--- src/rtl/clk_div_pkg.sv ---
// Shared constants for the clock divider: default ratio width and the
// smallest ratio that actually divides.
package clk_div_pkg;
  localparam int DIV_W_DEF = 8;
  localparam int MIN_RATIO = 2;
endpackage

--- src/rtl/clk_mux2.sv ---
// Two-input clock select; kept as its own cell so a glitch-safe library
// clock mux can be dropped in without touching the divider.
module clk_mux2 (
  input  logic i_clk0,
  input  logic i_clk1,
  input  logic i_sel,
  output logic o_clk
);
  assign o_clk = i_sel ? i_clk1 : i_clk0;
endmodule

--- src/rtl/clk_div.sv ---
// Integer clock divider: high for floor(N/2) ref cycles, low for ceil(N/2).
// Ratios below MIN_RATIO, or a cleared enable, pass the reference straight through.
module clk_div
  import clk_div_pkg::*;
#(
  parameter int DIV_W = DIV_W_DEF
) (
  input  logic             i_ref_clk,
  input  logic             i_rst,
  input  logic             i_clk_en,
  input  logic [DIV_W-1:0] i_div_ratio,
  output logic             o_div_clk
);
  logic [DIV_W-1:0] r_cnt;
  logic             r_div_q;
  logic [DIV_W-1:0] w_half;
  logic [DIV_W-1:0] w_last;
  logic             w_bypass;

  assign w_bypass = !i_clk_en || (i_div_ratio < DIV_W'(MIN_RATIO));
  assign w_half   = i_div_ratio >> 1;
  // Only used outside bypass, where N >= 2, so N-1 cannot underflow.
  assign w_last   = i_div_ratio - 1'b1;

  always_ff @(posedge i_ref_clk) begin
    if (i_rst || w_bypass) begin
      // Parking at zero makes the next enabled edge start a fresh period.
      r_cnt   <= '0;
      r_div_q <= 1'b0;
    end else begin
      r_div_q <= (r_cnt < w_half);
      // >= rather than == so a ratio shrunk below the count still wraps.
      r_cnt   <= (r_cnt >= w_last) ? '0 : r_cnt + 1'b1;
    end
  end

  clk_mux2 u_mux (
    .i_clk0 (r_div_q),
    .i_clk1 (i_ref_clk),
    .i_sel  (w_bypass),
    .o_clk  (o_div_clk)
  );
endmodule

--- config.mk ---
export PLATFORM = sky130hd
export DESIGN_NAME = clk_div
export DESIGN_NICKNAME = d
export VERILOG_FILES = /design/src/rtl/clk_div_pkg.sv /design/src/rtl/clk_mux2.sv /design/src/rtl/clk_div.sv
export SDC_FILE = /design/constraint.sdc
export NUM_CORES = 1
export LEC_CHECK = 0
export CAP_MARGIN = 20
export CORE_MARGIN = 2
export CORE_UTILIZATION = 56
export CTS_CLUSTER_DIAMETER = 50
export DETAILED_ROUTE_END_ITERATION = 16
export PLACE_DENSITY = 0.89
export SLEW_MARGIN = 20
export SYNTH_ARGS = -nofsm -noshare
export SYNTH_HDL_FRONTEND = slang
export SYNTH_SLANG_ARGS = --single-unit
--- constraint.sdc ---
create_clock -name i_ref_clk -period 3.6 [get_ports i_ref_clk]
set_input_delay 0.72 -clock i_ref_clk [delete_from_list [all_inputs] [get_ports i_ref_clk]]
set_output_delay 0.72 -clock i_ref_clk [all_outputs]
set_load 0.02 [all_outputs]
# Word level (Yosys, flattened, before mapping)
# Index checks and enable logic that the tools add are counted.
# totals
register_bits,9
inputBits,11
output_inout_bits,1
# op_classes
add_sub_neg,2
n_lt_le_gt_ge,3
muxes,1
reduce_logical,4
# op_table
op,count
"8-bit by 1-bit adder with 8-bit output, second input constant",1
8-bit greater-or-equal comparator,1
"8-bit by 2-bit < comparator with 1-bit output, second input constant",1
8-bit by 7-bit < comparator with 1-bit output,1
"8-bit by 1-bit subtractor with 8-bit output, second input constant",1
1-bit logical OR,2
2-bit OR reduction,1
1-bit logical NOT,1
1-bit 2-to-1 mux,1

# Longest topological paths before layout
# Gate-level depths: netlist of run 1.
# depth
depth_word,4
ltp_mapped,10

# Modules after synthesis
# A second synthesis of run 1 with hierarchy kept.
# unflattened
cells_unflattened,91
area_unflattened_um2,823.3
# modules_own_cells
mod,n_inst,cells_each,area_each_um2
clk_div,1,90,808.3
clk_mux2,1,1,15.0

==> results of run 1 <==
## registers in the layout, summed over array words and instances (netlist names)
name / count
r_cnt: 8
r_div_q: 1
## stage by stage
stage,hold WS (ns),setup slack (ns)
2_1_floorplan,0.4553,0.7746
3_3_place_gp,0.4945,0.2536
3_5_place_dp,0.5092,0.1060
4_1_cts,0.5231,0.04314
5_1_grt,0.5376,0.01751
6_report,0.5203,0.05971
## power breakdown
group	switching [mW]	total [mW]	leakage, nW	internal [mW]
registers	0.00236	0.104	0.0731	0.101
logic	0.0233	0.0480	0.361	0.0247
clock network	0.0564	0.151	0.0369	0.0946
total	0.0820	0.303	0.471	0.221
## cell families after synthesis
family | after synthesis | share of synthesized area (%)
xor gates and xnor gates | 12 | 13.55
AOI/OAI and AO/OA | 12 | 11.61
DFF | 9 | 23.23
buffers and inverters | 11 | 5.323
adders and majority gates | 16 | 25.81
muxes | 1 | 1.452
and+or+nand+nor | 31 | 19.03
## metal layers
| metal | vias to the layer above | wire (um) | global-route usage [%] | part of all wire, % |
|---|---|---|---|---|
| met1 | 319 | 827 | 25.65 | 46 |
| met3 | 3 | 63 | 8.152 | 3.5 |
| li1 | 360 | - | - | - |
| met4 | 0 | 26 | 16.94 | 1.4 |
| met5 | - | 0 | 0 | 0 |
| met2 | 14 | 880 | 42.19 | 49 |
## area by class of cell
| type | instances | share of cell area [%] |
|---|---|---|
| multi-input cells | 72 | 58.41 |
| flip-flops and latches | 9 | 18.77 |
| repair buffers | 10 | 10.43 |
| clock buffers | 8 | 6.128 |
| inverters | 11 | 4.302 |
| well taps | 15 | 1.956 |
## worst paths after layout
| kind | start | end | depth (start not counted) |
|---|---|---|---|
| worst max-delay path | i_ref_clk | o_div_clk | 4 |
| worst min-delay path | r_cnt[0] | r_cnt[0] | 1 |
| worst max register to register | r_cnt[2] | r_cnt[4] | 5 |
| worst min register to register | r_cnt[0] | r_cnt[0] | 1 |
## placed cells by master, fill, tap and decap left out
master / synthesis / routed
sky130_fd_sc_hd__ha_1: 16 / 16
sky130_fd_sc_hd__inv_1: 11 / 11
sky130_fd_sc_hd__clkdlybuf4s50_1: 0 / 11
sky130_fd_sc_hd__nor2_1: 10 / 10
sky130_fd_sc_hd__dfxtp_1: 9 / 9
sky130_fd_sc_hd__xnor2_1: 7 / 7
sky130_fd_sc_hd__nand3_1: 7 / 7
sky130_fd_sc_hd__clkbuf_4: 0 / 6
sky130_fd_sc_hd__xor2_1: 5 / 5
sky130_fd_sc_hd__nor3_1: 4 / 4
sky130_fd_sc_hd__nand2_1: 4 / 4
sky130_fd_sc_hd__a211oi_1: 2 / 2
sky130_fd_sc_hd__o21ai_0: 2 / 2
sky130_fd_sc_hd__a21oi_1: 2 / 2
sky130_fd_sc_hd__and3_1: 2 / 2
sky130_fd_sc_hd__a21o_1: 2 / 2
sky130_fd_sc_hd__nor4_2: 0 / 1
sky130_fd_sc_hd__a41o_2: 1 / 1
sky130_fd_sc_hd__mux2_2: 1 / 1
sky130_fd_sc_hd__nor2b_1: 1 / 1
sky130_fd_sc_hd__a2111o_1: 1 / 1
sky130_fd_sc_hd__nand4b_1: 1 / 1
sky130_fd_sc_hd__nand2b_1: 1 / 1
sky130_fd_sc_hd__a211o_1: 1 / 1
sky130_fd_sc_hd__o31a_1: 1 / 1
sky130_fd_sc_hd__clkbuf_1: 0 / 1
## timing repair
action,4_1_cts,5_1_grt
resized for setup,0,1
hold endpoints to repair,0,0
setup endpoints to repair,0,1
==> results.md, run 1 <==
Finish:
- The proportion of layout cells with a drive suffix above 1 is 8.182%.
- The final layout contains 138 nets.
- Across the whole layout, storage elements account for 180.2 um^2.
- The number of antenna diodes in the final layout is 0.
- The finished layout holds 125 standard cells, fillers aside.
- At the end of the flow the core is filled with cells to 73.75%.
- The final design instance area without fill is 959.7 um^2.
- From synthesis to final layout, the design area changed by 23.71%.
- In the final layout, the multi-input gates occupy 560.5 um^2.
- The filler cells instantiated in the layout total 100.

Placement:
- The instance area after placement is 904.6 um^2.
- Input and output buffers added on the ports amount to 11.
- The congestion estimate from routability-driven global placement came to 0.7717.
- The half-perimeter wire length after detailed placement is 1434 um.
- The total instance count after detailed placement is 118.

Worst setup path:
- The startpoint type of the worst setup path is a clock port.
- By startpoint and endpoint, the worst setup path is classified as clk -> out.
- The critical path goes through clkbuf_4 > clkbuf_4 > mux2_2 > clkdlybuf4s50_1.
- The most numerous cell type found on the critical path is sky130_fd_sc_hd__clkbuf_4.
- The kind of end point of the critical path is a primary output.
- The family with the most delay on the worst path is buffers and inverters.
- At the worst endpoint, the required time is 2.88 ns.
- The biggest cell delay along the critical path is 0.54 ns.
- The critical-path maximum fanout is 2.
- For the worst setup path, the data arrival time is 2.82 ns.
- The critical path contains buffers and inverters numbering 3 combined.
- The worst register-to-register path has a setup slack of 1.79 ns.
- Among all stages on the critical path, the largest delay is contributed by sky130_fd_sc_hd__clkdlybuf4s50_1.

Power:
- The total power is 0.3027 mW.
- The static leakage is 0.4706 nW.
- The power per cell area is 315.4 nW/um^2.
- IR analysis of the VDD net gives a maximum drop of 0.2847 mV.

Floorplanning:
- The floorplan die area is 1699 um^2.
- Pin placement for this block handled 12 I/O pins.
- The floorplan core area is 1301 um^2.
- For this configuration, the core starts out at a cell density of 59.62%.
- The floorplan has 13 rows.
- The die span in y is 41.22 um.
- The die is 41.22 um wide.

Routing:
- The number of nets with antenna violations after detailed routing is 0.
- The average wire per standard cell is 14.38 um.
- For this run, the detailed router's first-pass iteration total came to 4.
- The initial detailed-routing violation count is 9.
- In the routed design, unresolved DRC markers number 0.
- The per-cell via count in the routed design is 5.568.
- Across all layers, the routed design uses 696 vias.
- The final wirelength is 1797 um.

Yosys:
- Yosys attributes the largest share of cell area to sky130_fd_sc_hd__ha_1, sky130_fd_sc_hd__dfxtp_1, sky130_fd_sc_hd__xnor2_1.
- Counting flops and latches in the post-synthesis netlist gives 9.
- The count of yosys warnings during synthesis is 0.
- The count of flip-flops with a built-in enable after synthesis is 0.
- The synthesized netlist occupies a cell area of 775.7 um^2.
- The fraction of post-synthesis cell area in the top cell type by area is 25.81%.
- Among all flip-flop cells after synthesis, the most frequent one is sky130_fd_sc_hd__dfxtp_1.
- The number of different library cells used by synthesis comes to 23.
- The mean cell area of the mapped netlist is 8.432 um^2.
- Synthesis produced 92 cells.
- The commonest cells after synthesis are sky130_fd_sc_hd__ha_1, sky130_fd_sc_hd__inv_1, sky130_fd_sc_hd__nor2_1.
- For this run, the register share of the synthesized area comes to 23.23%.
- The most repeated cell in the gate-level netlist after synthesis is sky130_fd_sc_hd__ha_1.
- In the synthesized netlist the async set-or-reset flop fraction comes to 0%.
- The number of nets handed over by synthesis was 119.
- The cell accounting for the most synthesized area is sky130_fd_sc_hd__ha_1.

Timing:
- Setup violations remaining at the end of the flow were counted as 0.
- The worst pin sits at a relative slew slack of 73.79%.
- Setup repair after global routing left no endpoint under its margin.
- The hold violation count in the final report is 0.
- The largest clock skew in the final design is 0.005003 ns.
- After routing, the total negative slack on setup checks comes to 0 ns.
- The number of slew-limit violations in the final report is 0.
- The actual slew at the worst max-slew pin is 0.3902 ns.

Global routing:
- Entering global routing, the biggest net connects 9 pins.
- The via count of the first global-routing pass came to 673.
- In the global route stage, overall resource usage came out at 24.89%.
- The initial antenna violation count is 0.
- The total congestion overflow after global routing is 0.
- The wire length of the first global-routing pass is 2601 um.

Run:
- Max-cap violations in this run came to 0.

Clocking:
- After clock tree synthesis, the setup repair step added 0 buffers.
- The insertion delay to the later sink of the worst-skew pair is 0.36 ns.
- TritonCTS built the clock tree.
- The clock-pin slew on the worst setup and hold paths is 0.06 ns.
- After clock tree synthesis, the flow added hold-fix buffers numbering 0.

Min path:
- The class of the most critical hold timing path is reg -> reg.

Outcome:
- The flow ran to the end, and the final reports show no timing, DRC or antenna violations.
Note: power is estimated with default switching activity, not from simulation.
==> run 2, diff against run 1 <==
--- a/config.mk
+++ b/config.mk
@@ -10,7 +10,7 @@
 export CORE_UTILIZATION = 56
 export CTS_CLUSTER_DIAMETER = 50
 export DETAILED_ROUTE_END_ITERATION = 16
-export PLACE_DENSITY = 0.89
+export PLACE_DENSITY = 0.83
 export SLEW_MARGIN = 20
 export SYNTH_ARGS = -nofsm -noshare
 export SYNTH_HDL_FRONTEND = slang
==> results.md, run 2 (synthesized netlist as in run 1, its figures left out) <==
Outcome:
- The run finished with clean final reports.

Timing:
- The final setup violation count came to 0 (unchanged).
- Setup repair after global routing left no endpoint under its margin.
- The final worst hold slack came to 0.5154 ns (-0.004856 ns).
- The largest clock skew in the final design is 0.004682 ns (-0.0003208 ns).
- The least setup slack across all paths after layout was 0.04568 ns (-0.01403 ns).
- The hold violation count in the final report is 0 (unchanged).
- The final-layout setup total negative slack was 0 ns (unchanged).
- The number of slew-limit violations in the final report was 0 (unchanged).
- The relative slew slack came to 72.43% (-1.4 points).
- The actual slew at the worst max-slew pin is 0.4104 ns (+0.02028 ns).

Power:
- The maximum resistive drop on vdd was 0.2401 mV (-16%).
- The combinational cell fraction of total power was 15.3% (-0.6 points).
- The sequential share of power is 34.2% (about the same).
- The static leakage was 0.4701 nW (about the same).
- The net switching power figure is 0.08246 mW (+0.59%).
- The switching share of power came to 27.22% (+0.13 points).
- The power share of the clock group was 50.5% (+0.6 points).
- The power per cell area is 317.8 nW/um^2 (+0.76%).
- The internal portion of total power was 0.2205 mW (about the same).

Global routing:
- The via count of the first global-routing pass is 645 (-4.2%).
- The wire length of the first global-routing pass came to 2435 um (-6.4%).
- The largest net degree at the start of global routing was 9 (unchanged).
- The initial antenna violation count was 0 (unchanged).
- The total congestion overflow after global routing came to 0 (unchanged).
- The global routing usage summed across all routing layers is 24.05% (-0.84 points).

Finish:
- The number of nets in the finished design is 138 (unchanged).
- The number of fill cells in the layout is 109 (+9.0%).
- The area of combinational cells with multiple inputs is 554.3 um^2 (-1.1%).
- In the final layout, the registers with the most flip-flops are r_cnt (8), r_div_q (1).
- The flip-flop count of the largest register, all copies and words added is 8 (unchanged).
- The register with the most flip-flops is r_cnt.
- The proportion of layout cells with a drive suffix above 1 was 7.273% (-0.91 points).
- The area growth from synthesis to layout is 22.90%.
- The antenna diode count is 0 (unchanged).
- The total area of sequential cells was 180.2 um^2 (unchanged).
- The leading cell type in the layout, fill and taps excluded is sky130_fd_sc_hd__ha_1.
- Leaving out fill and tap cells, the most frequent cells in the layout are sky130_fd_sc_hd__ha_1, sky130_fd_sc_hd__inv_1, sky130_fd_sc_hd__clkdlybuf4s50_1, sky130_fd_sc_hd__nor2_1, sky130_fd_sc_hd__dfxtp_1.

Worst setup path:
- The critical path in this run is classified as clk -> out.
- The critical-path maximum fanout came to 2 (unchanged).
- The arrival time at the worst endpoint was 2.83 ns (about the same).
- The worst setup path is captured at a primary output.
- The worst endpoint required time is 2.88 ns (about the same).
- The startpoint type of the worst setup path is a clock port.

Placement:
- The worst setup slack before clock tree synthesis came to 0.2202 ns (+0.1141 ns).
- The quantity of I/O buffers inserted on ports is 11 (unchanged).
- The final estimated routing congestion in global placement is 0.7944 (+2.9%).
- The half-perimeter wire length after detailed placement came to 1293 um (-9.8%).

Run:
- The max-cap violation count is 0 (unchanged).

Clocking:
- The insertion delay to the later sink of the worst-skew pair is 0.36 ns (about the same).
- The number of hold buffers added after CTS is 0 (unchanged).
- The setup fix buffers added after clock tree synthesis was 0 (unchanged).
- The post-cts resize count is 0 (unchanged).
- TritonCTS built the clock tree.
- The clock-pin slew on the worst setup and hold paths is 0.05 ns (about the same).

Routing:
- The via count of the routed design is 681 (-2.2%).
- The average wire per standard cell was 12.70 um (-12%).
- The number of iterations in the first detailed-routing pass was 4 (unchanged).
- The per-cell via count in the routed design is 5.448 (-2.2%).
- The final wirelength is 1587 um (-12%).
- The DRC violation count after routing was 0 (unchanged).
- The initial detailed-routing violation count is 6 (-3).
- The number of nets with antenna violations after detailed routing is 0 (unchanged).

Floorplanning:
- The die span in y came to 41.22 um (unchanged).
- The I/O pin total is 12 (unchanged).
- The x dimension of the die was 41.22 um (unchanged).
- The standard-cell row count is 13 (unchanged).
- The floorplan core area came to 1301 um^2 (unchanged).
- The floorplan die area is 1699 um^2 (unchanged).
- The starting density of the core was 59.62% (unchanged).

Min path:
- The path class of the tightest hold or removal check is reg -> reg.
==> run 2: cell count changes in the layout (fill, tap and decap cells not counted) <==
cell / change
sky130_fd_sc_hd__nor4_1: +1
sky130_fd_sc_hd__nor4_2: -1
==> run 2: routing by layer <==
layer	GRT usage, %	part of all wire, %	vias up
met3	9.783	3.4	5
met5	0	0	-
met2	38.67	49	9
met4	19.35	2.1	0
met1	24.18	45	305
li1	-	-	362
==> run 2: critical path: stages <==
cell and delay, ns:
sky130_fd_sc_hd__clkbuf_4 0.12, sky130_fd_sc_hd__clkbuf_4 0.12, sky130_fd_sc_hd__mux2_2 0.25, sky130_fd_sc_hd__clkdlybuf4s50_1 0.54
==> run 2: final timing paths <==
kind                            slack (ns)         to  cells past startpoint      start
worst max-delay path                  0.05  o_div_clk                      4  i_ref_clk
worst min-delay path                  0.52   r_cnt[0]                      1   r_cnt[0]
worst max register to register        1.75   r_cnt[4]                      5   r_cnt[2]
worst min register to register        0.52   r_cnt[0]                      1   r_cnt[0]
==> run 2: metrics by stage <==
stage	cell area [um^2]	util, %	instances	power, mW
finish	953.4	73.27	125	0.3030
detailed placement	904.6	69.52	118	0.1787
global route	953.4	73.27	125	0.3227
CTS	953.4	73.27	125	0.3106
floorplan	775.7	-	92	0.1472
global placement	904.6	69.52	118	0.1768
==> run 2: area by class of cell <==
type / count / share of cell area [%]
sequential: 9 / 18.90
clock buffer: 8 / 6.168
multi-input combinational: 72 / 58.14
inverter: 11 / 4.331
timing repair buffer: 10 / 10.50
tap: 15 / 1.969
==> run 2: power by group through the flow <==
stage | Clock, mW | Sequential [mW] | Combinational (mW)
floorplan | 0.0153 | 0.105 | 0.0269
finish | 0.153 | 0.104 | 0.0465
global placement | 0.0267 | 0.106 | 0.0445
global route | 0.167 | 0.104 | 0.0517
detailed placement | 0.0267 | 0.106 | 0.0462
CTS | 0.160 | 0.104 | 0.0466
